==> config.mk <==
export PLATFORM = sky130hd
export DESIGN_NAME = az_scan_sequencer
export DESIGN_NICKNAME = d
export VERILOG_FILES = /design/src/rtl/az_seq_pkg.sv /design/src/rtl/az_seq_table.sv /design/src/rtl/az_scan_sequencer.sv
export SDC_FILE = /design/constraint.sdc
export NUM_CORES = 1
export LEC_CHECK = 0
export BUFFER_PORTS_ARGS = -buffer_cell sky130_fd_sc_hd__buf_2
export CELL_PAD_IN_SITES_DETAIL_PLACEMENT = 0
export CELL_PAD_IN_SITES_GLOBAL_PLACEMENT = 1
export CORE_MARGIN = 5
export CORE_UTILIZATION = 35
export DETAILED_ROUTE_END_ITERATION = 6
export GPL_TIMING_DRIVEN = 0
export PLACE_DENSITY_LB_ADDON = 0.1
export REMOVE_ABC_BUFFERS = 1
export SLEW_MARGIN = 30
export SYNTH_ARGS = -nofsm -noshare
export SYNTH_HDL_FRONTEND = slang
export SYNTH_SLANG_ARGS = --single-unit
export TNS_END_PERCENT = 1
==> constraint.sdc <==
create_clock -name clk -period 4.6 [get_ports clk]
set_input_delay 0.46 -clock clk [delete_from_list [all_inputs] [get_ports clk]]
set_output_delay 0.46 -clock clk [all_outputs]
set_load 0.05 [all_outputs]
==> src/rtl/az_seq_pkg.sv <==
// Shared definitions for the auto-zero scan sequencer: FSM state encoding,
// mux value width, table word field layout and named mux constants.
package az_seq_pkg;

    // Width of each auto-zero mux select value
    localparam int MUX_W = 4;

    // Table word layout: {hi[3:0], lo[3:0], cycles[CYC_W-1:0]}.
    // The mux fields sit above the cycle count, so their offsets are
    // relative to CYC_W.
    localparam int HDR_W  = 2 * MUX_W;
    localparam int LO_OFS = 0;
    localparam int HI_OFS = MUX_W;

    // Mux setting that selects input S1
    localparam logic [MUX_W-1:0] AZMUX_S1 = 4'b1000;

    typedef enum logic [2:0] {
        ST_IDLE   = 3'd0,
        ST_LOAD   = 3'd1,
        ST_MODRST = 3'd2,
        ST_RUN    = 3'd3,
        ST_NEXT   = 3'd4,
        ST_DONE   = 3'd5
    } state_t;

endpackage

==> src/rtl/az_seq_table.sv <==
// Scan table register file: NUM_ENTRY words, one synchronous write port,
// one asynchronous read port. Contents are not reset.
module az_seq_table
    import az_seq_pkg::*;
#(
    parameter int NUM_ENTRY = 8,
    parameter int ENT_W     = HDR_W + 8,
    localparam int ADDR_W   = $clog2(NUM_ENTRY)
) (
    input  logic              clk,
    input  logic              wr_en,
    input  logic [ADDR_W-1:0] wr_addr,
    input  logic [ENT_W-1:0]  wr_data,
    input  logic [ADDR_W-1:0] rd_addr,
    output logic [ENT_W-1:0]  rd_data
);

    logic [ENT_W-1:0] mem [NUM_ENTRY];

    // Write port: storage only, no reset on table contents
    always_ff @(posedge clk) begin
        if (wr_en) begin
            mem[wr_addr] <= wr_data;
        end
    end

    assign rd_data = mem[rd_addr];

endmodule

==> src/rtl/az_scan_sequencer.sv <==
// Auto-zero scan sequencer: walks a table of mux configurations, restarts
// the modulator on each entry and lets it run a programmed number of AZ
// cycles before advancing. One-shot or continuous scan.
// Optional watchdog on az_cycle_done spacing: define AZ_SEQ_WATCHDOG_EN.
module az_scan_sequencer
    import az_seq_pkg::*;
#(
    parameter int NUM_ENTRY    = 8,
    parameter int CYC_W        = 8,
    parameter int MOD_RST_CLKS = 4,
    parameter int WDOG_CLKS    = 2**26,
    localparam int ADDR_W      = $clog2(NUM_ENTRY)
) (
    input  logic                   clk,
    input  logic                   reset_n,
    input  logic                   tbl_wr,
    input  logic [ADDR_W-1:0]      tbl_addr,
    input  logic [HDR_W+CYC_W-1:0] tbl_data,
    input  logic [ADDR_W:0]        num_entry,
    input  logic                   continuous,
    input  logic                   start,
    input  logic                   stop,
    input  logic                   az_cycle_done,
    output logic                   mod_reset,
    output logic [MUX_W-1:0]       azmux_lo_val,
    output logic [MUX_W-1:0]       azmux_hi_val,
    output logic [ADDR_W-1:0]      cur_entry,
    output logic                   busy,
    output logic                   entry_done,
    output logic                   scan_done,
    output logic                   err
);

    localparam int ENT_W     = HDR_W + CYC_W;
    localparam int RST_CNT_W = (MOD_RST_CLKS > 1) ? $clog2(MOD_RST_CLKS) : 1;

    localparam logic [ADDR_W:0]      NUM_LIM   = (ADDR_W+1)'(NUM_ENTRY);
    localparam logic [ADDR_W:0]      LEN_ONE   = (ADDR_W+1)'(1);
    localparam logic [ADDR_W-1:0]    ADDR_ONE  = ADDR_W'(1);
    localparam logic [CYC_W-1:0]     CYC_ONE   = CYC_W'(1);
    localparam logic [RST_CNT_W-1:0] RST_ONE   = RST_CNT_W'(1);
    localparam logic [RST_CNT_W-1:0] RST_LAST  = RST_CNT_W'(MOD_RST_CLKS - 1);

    // Reject parameter sets the counters and address math cannot support
    if (MOD_RST_CLKS < 1 || NUM_ENTRY < 2 || (NUM_ENTRY & (NUM_ENTRY - 1)) != 0
        || WDOG_CLKS < 1) begin : g_bad_param
        $error("az_scan_sequencer: unsupported parameter set");
    end

    state_t                 state;
    logic [CYC_W-1:0]       cyc_cnt;
    logic [RST_CNT_W-1:0]   rst_cnt;
    logic [ADDR_W:0]        scan_len;
    logic [ENT_W-1:0]       rd_entry;
    logic [CYC_W-1:0]       rd_cycles;
    logic [ADDR_W:0]        num_clamped;
    logic                   tbl_we;
    logic                   last_entry;

`ifdef AZ_SEQ_WATCHDOG_EN
    localparam int WDOG_W = $clog2(WDOG_CLKS + 1);
    localparam logic [WDOG_W-1:0] WDOG_ONE  = WDOG_W'(1);
    localparam logic [WDOG_W-1:0] WDOG_LAST = WDOG_W'(WDOG_CLKS - 1);
    logic [WDOG_W-1:0] wdog_cnt;
`endif

    // Table writes are only accepted while idle so a running scan never
    // sees its entries change underneath it.
    assign tbl_we      = tbl_wr && (state == ST_IDLE);
    assign rd_cycles   = rd_entry[CYC_W-1:0];
    assign num_clamped = (num_entry > NUM_LIM) ? NUM_LIM : num_entry;
    assign last_entry  = ({1'b0, cur_entry} == (scan_len - LEN_ONE));

    az_seq_table #(
        .NUM_ENTRY (NUM_ENTRY),
        .ENT_W     (ENT_W)
    ) u_table (
        .clk     (clk),
        .wr_en   (tbl_we),
        .wr_addr (tbl_addr),
        .wr_data (tbl_data),
        .rd_addr (cur_entry),
        .rd_data (rd_entry)
    );

    // Scan FSM with counters and registered modulator/status outputs
    always_ff @(posedge clk or negedge reset_n) begin
        if (!reset_n) begin
            state        <= ST_IDLE;
            mod_reset    <= 1'b1;
            azmux_lo_val <= '0;
            azmux_hi_val <= '0;
            cur_entry    <= '0;
            busy         <= 1'b0;
            entry_done   <= 1'b0;
            scan_done    <= 1'b0;
            err          <= 1'b0;
            cyc_cnt      <= '0;
            rst_cnt      <= '0;
            scan_len     <= '0;
`ifdef AZ_SEQ_WATCHDOG_EN
            wdog_cnt     <= '0;
`endif
        end else begin
            entry_done <= 1'b0;
            scan_done  <= 1'b0;

            // A table write attempted mid-scan is dropped and flagged
            if (tbl_wr && state != ST_IDLE) begin
                err <= 1'b1;
            end

            if (stop && state != ST_IDLE) begin
                // Abort wins over everything, including a completing AZ cycle
                state     <= ST_IDLE;
                mod_reset <= 1'b1;
                busy      <= 1'b0;
            end else begin
                case (state)
                    ST_IDLE: begin
                        mod_reset <= 1'b1;
                        if (start && !stop) begin
                            err      <= 1'b0;
                            busy     <= 1'b1;
                            scan_len <= num_clamped;
                            if (num_clamped == '0) begin
                                state <= ST_DONE;
                            end else begin
                                cur_entry <= '0;
                                state     <= ST_LOAD;
                            end
                        end
                    end

                    ST_LOAD: begin
                        azmux_lo_val <= rd_entry[CYC_W+LO_OFS +: MUX_W];
                        azmux_hi_val <= rd_entry[CYC_W+HI_OFS +: MUX_W];
                        cyc_cnt      <= rd_cycles;
                        rst_cnt      <= '0;
                        // Zero-cycle entries are skipped without touching the modulator
                        state        <= (rd_cycles == '0) ? ST_NEXT : ST_MODRST;
                    end

                    ST_MODRST: begin
                        if (rst_cnt == RST_LAST) begin
                            mod_reset <= 1'b0;
                            state     <= ST_RUN;
`ifdef AZ_SEQ_WATCHDOG_EN
                            wdog_cnt  <= '0;
`endif
                        end else begin
                            rst_cnt <= rst_cnt + RST_ONE;
                        end
                    end

                    ST_RUN: begin
                        if (az_cycle_done) begin
`ifdef AZ_SEQ_WATCHDOG_EN
                            wdog_cnt <= '0;
`endif
                            if (cyc_cnt == CYC_ONE) begin
                                cyc_cnt    <= '0;
                                entry_done <= 1'b1;
                                state      <= ST_NEXT;
                            end else begin
                                cyc_cnt <= cyc_cnt - CYC_ONE;
                            end
                        end
`ifdef AZ_SEQ_WATCHDOG_EN
                        else if (wdog_cnt == WDOG_LAST) begin
                            // Modulator went silent: abandon the scan
                            err       <= 1'b1;
                            mod_reset <= 1'b1;
                            busy      <= 1'b0;
                            state     <= ST_IDLE;
                        end else begin
                            wdog_cnt <= wdog_cnt + WDOG_ONE;
                        end
`endif
                    end

                    ST_NEXT: begin
                        mod_reset <= 1'b1;
                        if (last_entry) begin
                            if (continuous) begin
                                cur_entry <= '0;
                                state     <= ST_LOAD;
                            end else begin
                                state <= ST_DONE;
                            end
                        end else begin
                            cur_entry <= cur_entry + ADDR_ONE;
                            state     <= ST_LOAD;
                        end
                    end

                    ST_DONE: begin
                        scan_done <= 1'b1;
                        busy      <= 1'b0;
                        state     <= ST_IDLE;
                    end

                    default: begin
                        mod_reset <= 1'b1;
                        busy      <= 1'b0;
                        state     <= ST_IDLE;
                    end
                endcase
            end
        end
    end

endmodule
## Word level (Yosys, flattened, before mapping)

Memories as Yosys holds them, arrays and structs flattened.
Cells that the tools add are included.

- Flip-flop bits (word level): 33
- RAM bits: 128
- Input port bits: 30
- Output and inout bits: 16
- Logic and storage cells: 99
- Memories kept: 1

- $add $sub $neg: 4
- Magnitude comparators: 1
- Equality and inequality tests: 19
- Multiplexer cells: 39
- Bitwise gates (word level): 1
- Reduce and logical (&&, ||, !) cells: 22

Memories:

| memory | depth | width | read ports | clocked after memory_dff | wr ports | line | RTL |
|---|---|---|---|---|---|---|---|
| u_table.mem | 8 | 16 | 1 | 0 | 1 | az_seq_table.sv:18 | `logic [ENT_W-1:0] mem [NUM_ENTRY];` |

Operators with widths:

| operator | count |
|---|---|
| 3-bit 2-to-1 mux | 13 |
| 1-bit 2-to-1 mux | 16 |
| 8-bit 2-to-1 mux | 2 |
| 8-bit one-hot mux with 2 select lines | 1 |
| 3-bit one-hot mux with 5 select lines | 1 |
| 3-bit inequality test (second input constant) | 4 |
| 3-bit AND reduction | 3 |
| 8-bit by 1-bit equality test with 1-bit output (second input constant) | 1 |
| 8-bit logical NOT | 1 |
| 8-bit by 1-bit subtractor with 8-bit output (second input constant) | 1 |
| 3-bit by 2-bit equality test with 1-bit output (second input constant) | 2 |
| 3-bit equality test (second input constant) | 2 |
| 2-bit by 1-bit inequality test with 1-bit output (second input constant) | 3 |
| 2-bit inequality test (second input constant) | 3 |
| 3-bit one-hot mux with 2 select lines | 1 |
| 2-bit AND reduction | 3 |
| 2-bit nonzero test | 3 |
| 5-bit AND reduction | 1 |
| 3-bit by 4-bit equality test with 1-bit output | 1 |
| 4-bit greater-than comparator (second input constant) | 1 |
| 1-bit logical AND | 4 |
| 4-bit logical NOT | 1 |
| 4-bit 2-to-1 mux | 1 |
| 1-bit one-hot mux with 2 select lines | 2 |
| 15 further kinds | 15 |

## Logic depth before layout (Yosys ltp)

Gate-level depths: netlist of the first run.

- Depth after elaboration: 7
- Gate-level depth with buffers: 7
- Depth with buffers taken out: 7

## Cells and area by module

From an unflattened synthesis of the first run, not the netlist that was laid out.

- Cells, all modules: 390
- Area, all modules: 6837.8 um^2

Modules (own cells, without submodules):

| module | times used | cells each | area an instance (um^2) | sequential area each (um^2) |
|---|---|---|---|---|
| az_seq_table | 1 | 198 | 4973.5 | 3843.7 |
| az_scan_sequencer | 1 | 192 | 1864.3 | 827.0 |

## Worst setup path after synthesis of the first run

OpenSTA, ideal clock, no wires.

- Path type: register to register
- Start point: reg state[2]
- End point: mem u_table.mem[1][0] (netlist bit), enable pin
- Setup time: 0.409 ns
- Data arrival time: 2.146 ns
- Required time: 4.191 ns
- Setup slack: 2.045 ns
- Cell stages (with the launch flop): 5
- Buffers on the path: 1
- Period minus slack after synthesis: 2.555 ns
- Cell sequence: dfrtp_1 > buf_2 > nor3_1 > nand3_1 > nor3_1

- Longest elaborated chain between the ends: 4

RTL lines:

| what | line | RTL |
|---|---|---|
| start: declaration | az_scan_sequencer.sv:50 | `state_t state;` |
| start signal: assignment | az_scan_sequencer.sv:141 | `state <= (rd_cycles == '0) ? ST_NEXT : ST_MODRST;` |
| 3-bit logical NOT | az_scan_sequencer.sv:69 | `assign tbl_we = tbl_wr && (state == ST_IDLE);` |
| 1-bit logical AND | az_scan_sequencer.sv:69 |  |
| 1-bit 2-to-1 mux | az_seq_table.sv:22 | `if (wr_en) begin` |
| 1-bit 2-to-1 mux (implied by the code) | az_seq_table.sv:23 | `mem[wr_addr] <= wr_data;` |
| end: declaration | az_seq_table.sv:18 |  |

No other way between the ends.

## Worst setup path in the final report of the first run

- Start point: reg state[0]
- End point: mem u_table.mem[0][7] (netlist bit), enable pin

The elaborated chain is that of the path after synthesis.

==> impl_metrics.tcl, run 1 <==
set metrics [dict create \
    chipHeight_um 148 \
    swShare 0.302 \
    synth_edf_count 128 \
    place_congestion 0.720 \
    cts_tree "yes" \
    min_period_over_period 0.631 \
    vdd_drop_max_mv 0.251 \
    crit_arrival_ns 3.04 \
    nFillCells 1668 \
    dieArea_sq_mm 0.0218 \
    drt_wl_total_um 14300 \
    max-slew-margin-rel 0.436 \
    syn_area_sq_mm 0.00664 \
    place_inst 667 \
    gr-total-overflow 0 \
    power.density_mw_per_mm2 480 \
    fin_crit_ns 2.90 \
    postCtsSetupRepairBufs 0 \
    worstSetupStartpointType "flip-flop" \
    ant_nets 0 \
    synth.most_common_cell "edfxtp_1" \
    cts.clk_slew.worst_paths_ns 0.06 \
    worstSetupPathType "flip-flop to flip-flop" \
    reg2reg_to "u_table.mem[0][7]" \
    grt_usage 0.138 \
    layout-drive-gt1-share 0.311 \
    r2r_start "state[0]" \
    yosysTopAreaCell "edfxtp_1" \
    drt_iter0_drc 173 \
    core_area_sq_mm 0.0187 \
    worst_pin_slew_ns 0.844 \
    run_status "completed" \
    grt_pass1_vias 3787 \
    cts.sinks 161 \
    drt_first_pass_iters 5 \
    vias 3567 \
    antenna_found_initial 0 \
    rsz0062_at_grt "no" \
    ioPinCount 46 \
    cap_violations 0 \
    grt_max_degree 34 \
    cts-resized-gates 0 \
    drc 0 \
    avgViaCountPerCell 5.10 \
    synth_area_per_cell_sq_um 16.9 \
    final_net_count 488 \
    pwr-share-comb 0.174 \
    yosysSeqAreaShare 0.703 \
    clock.fmax_ghz 0.345 \
    r2r_slack_ns 1.70 \
    num_antenna_cells 0 \
    fin_worst_skew_ns 0.00788 \
    hpwlAfterDp_um 9220 \
    ys_async_sr_fraction 0.205 \
    cp_data_required_time_ns 4.73 \
    clkPwrFrac 0.343 \
    synthToLayoutAreaGrowth_pct 18.6 \
    io_buffers 45 \
    synth_top_area_share 0.579 \
    finalSetupTns_ns 0 \
    seqPwrFrac 0.483 \
    power_switching_mw 1.14 \
    ys_top_cells_by_area "edfxtp_1 (58%), dfrtp_1 (12%), mux4_2 (11%)" \
    ys.flop_type "edfxtp_1" \
    hold_buffers 0 \
    htree_levels 4 \
    initial_utilization 0.355 \
    grt_pass1_wl_um 22300 \
    ys_ff_latch 161 \
    final_core_util 0.421 \
    ys_top_cells_by_count "edfxtp_1 (128), dfrtp_1 (32), mux4_2 (32)" \
    numCtsBuffers 17 \
    endpoint_kind "flip-flop" \
    clk_latency_ns 0.42 \
    final-setup-viol-count 0 \
    fin_cells 700 \
    hold_violations 0 \
    num_rows 50 \
    fin_total_pwr_mw 3.78 \
    crit_fanout 16 \
    die_x_um 148 \
    r2r_cells 6 \
    finalMaxSlewViolations 0 \
    clockBufferDepth 2 \
    power_leakage_nw 2.65 \
    ys_warn_count 0 \
    synth_cells 393 \
    synth_cell_types 50 \
    hp-class "input port to asynchronous set/reset pin" \
    clock-root-buffer "clkbuf_16" \
    power.internal_mw 2.64 \
    wl_per_cell_um 20.4 \
]
-- worst max-delay path, cell delays in order, from the launching register on --
cell and delay (ns):
dfrtp_1 0.56, nor3_1 0.47, nand3b_1 0.41, nor3_2 0.64, buf_6 0.23, buf_6 0.14
buf_4 0.16
-- flip-flops by register name (all words and copies together) (netlist names) --
register,count
azmux_hi_val,4
azmux_lo_val,4
busy,1
cur_entry,3
cyc_cnt,8
entry_done,1
err,1
mod_reset,1
rst_cnt,2
scan_done,1
scan_len,4
state,3
u_table.mem,128
-- power by group through the flow --
stage                     Clock [mW]  Combinational [mW]  Sequential [mW]
final                           1.30               0.658             1.82
after global routing            1.39               0.725             1.85
after CTS                       1.33               0.668             1.83
after detailed placement           0               0.667             1.85
after global placement             0               0.629             1.87
after floorplan                    0               0.309             1.99
-- stage by stage --
step	setup WS (ns)	hold slack, ns	area [sq um]
6_report	1.70	0.0127	7880
5_1_grt	1.33	0.0395	7880
4_1_cts	1.69	0.197	7870
3_5_place_dp	1.70	0.472	7330
3_3_place_gp	0.170	0.469	7060
2_1_floorplan	1.55	0.164	6540
-- metal layers --
metal  track usage  wire [um]  vias to the layer above
met5             0          0                        -
met4        0.0419        177                        0
met3        0.0380        547                       13
met2         0.215       6840                       56
met1         0.189       6690                     1831
li1              -          -                     1667
-- logic make-up (layout without fill, tap and decap cells) --
| kind of cell | count (synthesis) | count (layout) | synth area share |
|---|---|---|---|
| AO/OA/AOI/OAI | 59 | 59 | 0.0580 |
| AND/OR/NAND/NOR | 84 | 84 | 0.0614 |
| flip-flops | 161 | 161 | 0.703 |
| adder cells (fa/ha/maj) | 5 | 5 | 0.00942 |
| XOR/XNOR | 4 | 4 | 0.00754 |
| buffers and inverters | 28 | 101 | 0.0211 |
| multiplexers | 52 | 52 | 0.139 |
-- final cells by class --
type	count	area (sq um)	area share
tap	234	293	0.0372
clock buffer	18	429	0.0545
clock inverter	14	106	0.0135
multi-input combinational	204	1890	0.240
inverter	10	37.5	0.00476
sequential	161	4680	0.594
timing repair buffer	59	444	0.0564
-- worst max path at each step --
stage,cells past startpoint,slack (ns),from,to
finish,6,1.70,state[0],u_table.mem[0][7]
CTS,6,1.69,state[0],u_table.mem[0][7]
global placement,3,0.17,state[0],u_table.mem[0][1]
detailed placement,6,1.70,state[0],u_table.mem[0][1]
global route,6,1.33,state[0],u_table.mem[0][7]
floorplan,4,1.55,cur_entry[0],cyc_cnt[1]
-- layout by cell type (no fill, tap or decap), drive strengths merged, types with 3 or more instances in the layout --
cell      instances
nor3              9
o21ai            25
a21oi            13
nor2             28
clkinvlp          4
mux4             32
mux2              3
nand2b            8
inv              15
dfrtp            32
edfxtp          128
nand3             6
clkbuf           19
nand2            18
buf              58
o31ai             3
xnor2             3
o22a              3
clkinv            5
o32a              3
mux2i            17
ha                5
Power figures use the tool's default switching activity.
==> inputs of run 2 (changes only) <==
==> constraint.sdc (replaced) <==
create_clock -name clk -period 2.5 [get_ports clk]
set_input_delay 0.25 -clock clk [delete_from_list [all_inputs] [get_ports clk]]
set_output_delay 0.25 -clock clk [all_outputs]
set_load 0.05 [all_outputs]
==> impl_metrics.tcl, run 2 (same netlist as run 1, synthesis figures left out) <==
set metrics [dict create \
    fin_crit_ns 2.28 \
    min_period_over_period 0.913 \
    hpwlAfterDp_um 9220 \
    finalMaxSlewViolations 0 \
    slowest_delay_ns 0.68 \
    clk_latency_ns 0.42 \
    die_x_um 148 \
    clock.fmax_ghz 0.438 \
    final_common_cell "edfxtp_1" \
    place_congestion 0.720 \
    drt_iter0_drc 162 \
    gr-total-overflow 0 \
    fin_worst_skew_ns 0.00853 \
    grt_max_degree 34 \
    cts_tree "yes" \
    drt_wl_total_um 14300 \
    num_rows 50 \
    dieArea_sq_mm 0.0218 \
    grt_usage 0.138 \
    drt_first_pass_iters 4 \
    clockBufferDepth 2 \
    io_buffers 45 \
    cp-startpoint "cur_entry[0]" \
    clock-root-buffer "clkbuf_16" \
    top_regs "u_table.mem: 128 flops, cyc_cnt: 8 flops" \
    cp_top_family "multiplexers" \
    power_leakage_nw 2.69 \
    num_antenna_cells 0 \
    vias 3590 \
    r2r_start "cur_entry[0]" \
    r2r_cells 6 \
    worst_pin_slew_ns 0.872 \
    run_status "completed" \
    path_depth 6 \
    fin_total_pwr_mw 6.97 \
    grt_pass1_vias 3785 \
    multi_input_area_sq_mm 0.00194 \
    initial_utilization 0.355 \
    largest_register "u_table.mem" \
    htree_levels 4 \
    core_area_sq_mm 0.0187 \
    chipHeight_um 148 \
    max-slew-margin-rel 0.417 \
    antenna_found_initial 0 \
    crit_arrival_ns 2.64 \
    hold_violations 0 \
    nFillCells 1664 \
    crit_fanout 19 \
    vdd_drop_max_mv 0.459 \
    wl_per_cell_um 20.3 \
    cp_data_required_time_ns 2.86 \
    path_cells "buf_12 -> mux4_2 -> mux2i_2 -> nand4_1 -> nor2_1 -> a32o_1" \
    power.density_mw_per_mm2 876 \
    rsz0062_at_grt "no" \
    final_cell_mix "edfxtp_1 (128), buf_2 (44), mux4_2 (32)" \
    hold_depth 1 \
    r2r_slack_ns 0.22 \
    cts.sinks 161 \
    register_area_sq_mm 0.00468 \
    ioPinCount 46 \
    ant_nets 0 \
    endpoint_kind "flip-flop" \
    worstSetupPathType "flip-flop to flip-flop" \
    finalSetupTns_ns 0 \
    worstSetupStartpointType "flip-flop" \
    reg2reg_to "state[2]" \
    hp-class "input port to flip-flop" \
    final-setup-viol-count 0 \
    min_to "u_table.mem[0][0]" \
    crit_buf_inv 1 \
    cap_violations 0 \
    largest_register_ffs 128 \
    grt_pass1_wl_um 22200 \
    drc 0 \
    hold_start "tbl_data[0]" \
    cts.clk_slew.worst_paths_ns 0.07 \
    cpMaxStageDelayCell "dfrtp_4" \
    final_net_count 491 \
    layout-drive-gt1-share 0.326 \
    numCtsBuffers 17 \
    synthToLayoutAreaGrowth_pct 19.8 \
    avgViaCountPerCell 5.11 \
]
## run 2: cell count changes in the layout (fill, tap and decap cells not counted)
cell	previous run	this run
mux2i_4	0	1
nor3_1	6	5
nor3_4	1	4
nand3_2	0	1
mux2i_2	0	3
mux2i_1	17	13
dlygate4sd3_1	0	1
nand3_1	6	5
buf_4	4	6
nor3_2	2	0
## run 2: worst max-delay path by stage
stage,end
after detailed placement,u_table.mem[0][1]
after global routing,state[2]
after global placement,u_table.mem[0][1]
after floorplan,cyc_cnt[1]
final,state[2]
after CTS,state[2]
## run 2: routing by layer
layer / up-vias / track usage / routed length [um]
met3: 10 / 0.0365 / 474
met1: 1853 / 0.189 / 6800
met5: - / 0 / 0
li1: 1673 / - / -
met2: 54 / 0.216 / 6850
met4: 0 / 0.0415 / 128
## run 2: stage by stage
step                utilization  instance area (sq um)  setup WS, ns  std cells  hold WS (ns)
floorplan                     -                   6540        -0.548        375       -0.0456
global placement          0.377                   7060         -1.93        654         0.432
detailed placement        0.392                   7330        -0.399        667         0.445
CTS                       0.423                   7910        0.0718        701        0.0752
global route              0.425                   7960        0.0401        703        0.0883
finish                    0.425                   7960         0.217        703        0.0906
## run 2: layout make-up
cell class,count,area share
sequential,161,0.588
multi-input combinational,204,0.244
timing repair buffer,62,0.0590
clock buffer,18,0.0539
tap,234,0.0368
clock inverter,14,0.0134
inverter,10,0.00472
## run 2: repair_timing
action / 4_1_cts / 5_1_grt
hold endpoints to repair: 31 / 0
setup endpoints to repair: 42 / 27
setup buffers: 1 / 1
hold buffers: 1 / 0
resized for setup: 5 / 5
pin swaps: 2 / 2
## run 2: power breakdown
part	switching (mW)	internal (mW)
sequential	0.214	3.14
clock	1.10	1.28
combinational	0.790	0.442
total	2.10	4.87
==> inputs of run 3 (changes only) <==
--- a/config.mk
+++ b/config.mk
@@ -6,8 +6,8 @@
 export NUM_CORES = 1
 export LEC_CHECK = 0
 export BUFFER_PORTS_ARGS = -buffer_cell sky130_fd_sc_hd__buf_2
-export CELL_PAD_IN_SITES_DETAIL_PLACEMENT = 0
-export CELL_PAD_IN_SITES_GLOBAL_PLACEMENT = 1
+export CELL_PAD_IN_SITES_DETAIL_PLACEMENT = 1
+export CELL_PAD_IN_SITES_GLOBAL_PLACEMENT = 2
 export CORE_MARGIN = 5
 export CORE_UTILIZATION = 35
 export DETAILED_ROUTE_END_ITERATION = 6
==> impl_metrics.tcl, run 3 (same netlist as run 1, synthesis figures left out) <==
set metrics [dict create \
    run_status "completed" \
    final_cell_mix "edfxtp_1 (128), buf_2 (44), mux4_2 (32)" \
    hold_violations 0 \
    final-setup-viol-count 0 \
    cpMaxStageDelayCell "dfrtp_1" \
    die_x_um 148 \
    drt_first_pass_iters 4 \
    rsz0062_at_grt "no" \
    fin_worst_skew_ns 0.0152 \
    gr-total-overflow 0 \
    clock.fmax_ghz 0.428 \
    wl_per_cell_um 20.9 \
    layout_setup_ws_ns 0.163 \
    max-slew-margin-rel 0.557 \
    vdd_drop_max_mv 0.588 \
    grt_max_degree 34 \
    worstSetupStartpointType "flip-flop" \
    clock-root-buffer "clkbuf_16" \
    crit_fanout 16 \
    postCtsSetupRepairBufs 0 \
    drt_wl_total_um 14600 \
    cap_violations 0 \
    grt_usage 0.144 \
    drt_iter0_drc 196 \
    fin_crit_ns 2.34 \
    slowest_delay_ns 0.56 \
    antenna_found_initial 1 \
    endpoint_kind "flip-flop" \
    grt_pass1_vias 4070 \
    initial_utilization 0.355 \
    final_common_cell "edfxtp_1" \
    crit_buf_inv 2 \
    final_core_util 0.427 \
    cts_tree "yes" \
    largest_register_ffs 128 \
    drc 0 \
    r2r_slack_ns 0.16 \
    min_period_over_period 0.935 \
    cp_top_family "simple AND/OR/NAND/NOR gates" \
    ant_nets 0 \
    vias 3631 \
    place_congestion 0.687 \
    chipHeight_um 148 \
    largest_register "u_table.mem" \
    cp_data_required_time_ns 2.64 \
    fin_total_pwr_mw 7.27 \
    hp-class "input port to flip-flop" \
    power_leakage_nw 2.70 \
    grt_pass1_wl_um 23600 \
    numCtsBuffers 17 \
    core_area_sq_mm 0.0187 \
    cts.sinks 161 \
    num_antenna_cells 0 \
    ioPinCount 46 \
    synthToLayoutAreaGrowth_pct 20.3 \
    top_regs "u_table.mem: 128 flops, cyc_cnt: 8 flops" \
    worst_pin_slew_ns 0.662 \
    hpwlAfterDp_um 9780 \
    layout-drive-gt1-share 0.320 \
    clk_latency_ns 0.43 \
    final_net_count 488 \
    dieArea_sq_mm 0.0218 \
    crit_arrival_ns 2.47 \
    cts.clk_slew.worst_paths_ns 0.07 \
    worstSetupPathType "flip-flop to flip-flop" \
    avgViaCountPerCell 5.19 \
    pre_cts_slack_ns -0.285 \
    htree_levels 4 \
    num_rows 50 \
    finalMaxSlewViolations 0 \
    power.density_mw_per_mm2 910 \
    path_cells "nor3_4 -> nand3b_1 -> nor3_4 -> buf_4 -> buf_4" \
    io_buffers 45 \
    clockBufferDepth 2 \
]
## run 3: changes by cell type in the layout (fill, tap and decap cells not counted), moves of 2 or more
cell	delta
clkinv_2	-3
clkinv_8	+3
inv_6	+3
buf_8	-2
bufinv_16	+2
clkinvlp_4	-2
mux2i_1	+2
## run 3: layout make-up
cell class,count,area [sq um]
well taps,234,293
clock inverters,14,188
fillers,1809,10700
repair buffers,59,439
clock buffers,18,429
multi-input cells,204,1930
flip-flops and latches,161,4680
inverters,10,37.5
## run 3: metrics by stage
step,hold slack (ns),TNS [ns],area (sq um),instances
finish,0.0956,0,7990,700
global route,0.0936,0,7990,700
CTS,0.0759,0,7980,700
detailed placement,0.455,-10.84,7330,667
global placement,0.456,-158.60,7060,654
floorplan,-0.0456,-11.03,6540,375
## run 3: metal layers
layer,vias to the layer above,wire (um),GRT usage
li1,1669,-,-
met1,1906,6200,0.176
met2,42,7850,0.254
met3,12,399,0.0325
met4,2,145,0.0429
met5,-,20,0
## run 3: worst register-to-register path, cell delays in order, from the launching register on
cell	delay [ns]
dfrtp_1	0.56
nor3_4	0.36
nand3b_1	0.35
nor3_4	0.37
buf_4	0.25
buf_4	0.16
## run 3: timing repair
action | CTS | global route
gates resized for setup | 4 | 3
hold buffers | 1 | 0
setup endpoints to repair | 100 | 27
hold endpoints to repair | 14 | 0
## run 3: final timing paths
| check | start | cells past startpoint | endpoint |
|---|---|---|---|
| worst max-delay path | state[0] | 5 | u_table.mem[0][6] |
| worst min-delay path | tbl_data[12] | 1 | u_table.mem[2][12] |
| worst max register to register | state[0] | 5 | u_table.mem[0][6] |
| worst min register to register | err | 2 | err |
| max in group asynchronous | reset_n | 2 | cur_entry[0] |
| min in group asynchronous | reset_n | 2 | azmux_hi_val[0] |
## run 3: where the power goes
| part | switching [mW] | internal (mW) | total (mW) |
|---|---|---|---|
| combinational | 0.798 | 0.437 | 1.23 |
| clock | 1.17 | 1.52 | 2.69 |
| sequential | 0.201 | 3.14 | 3.34 |
| total | 2.17 | 5.10 | 7.27 |
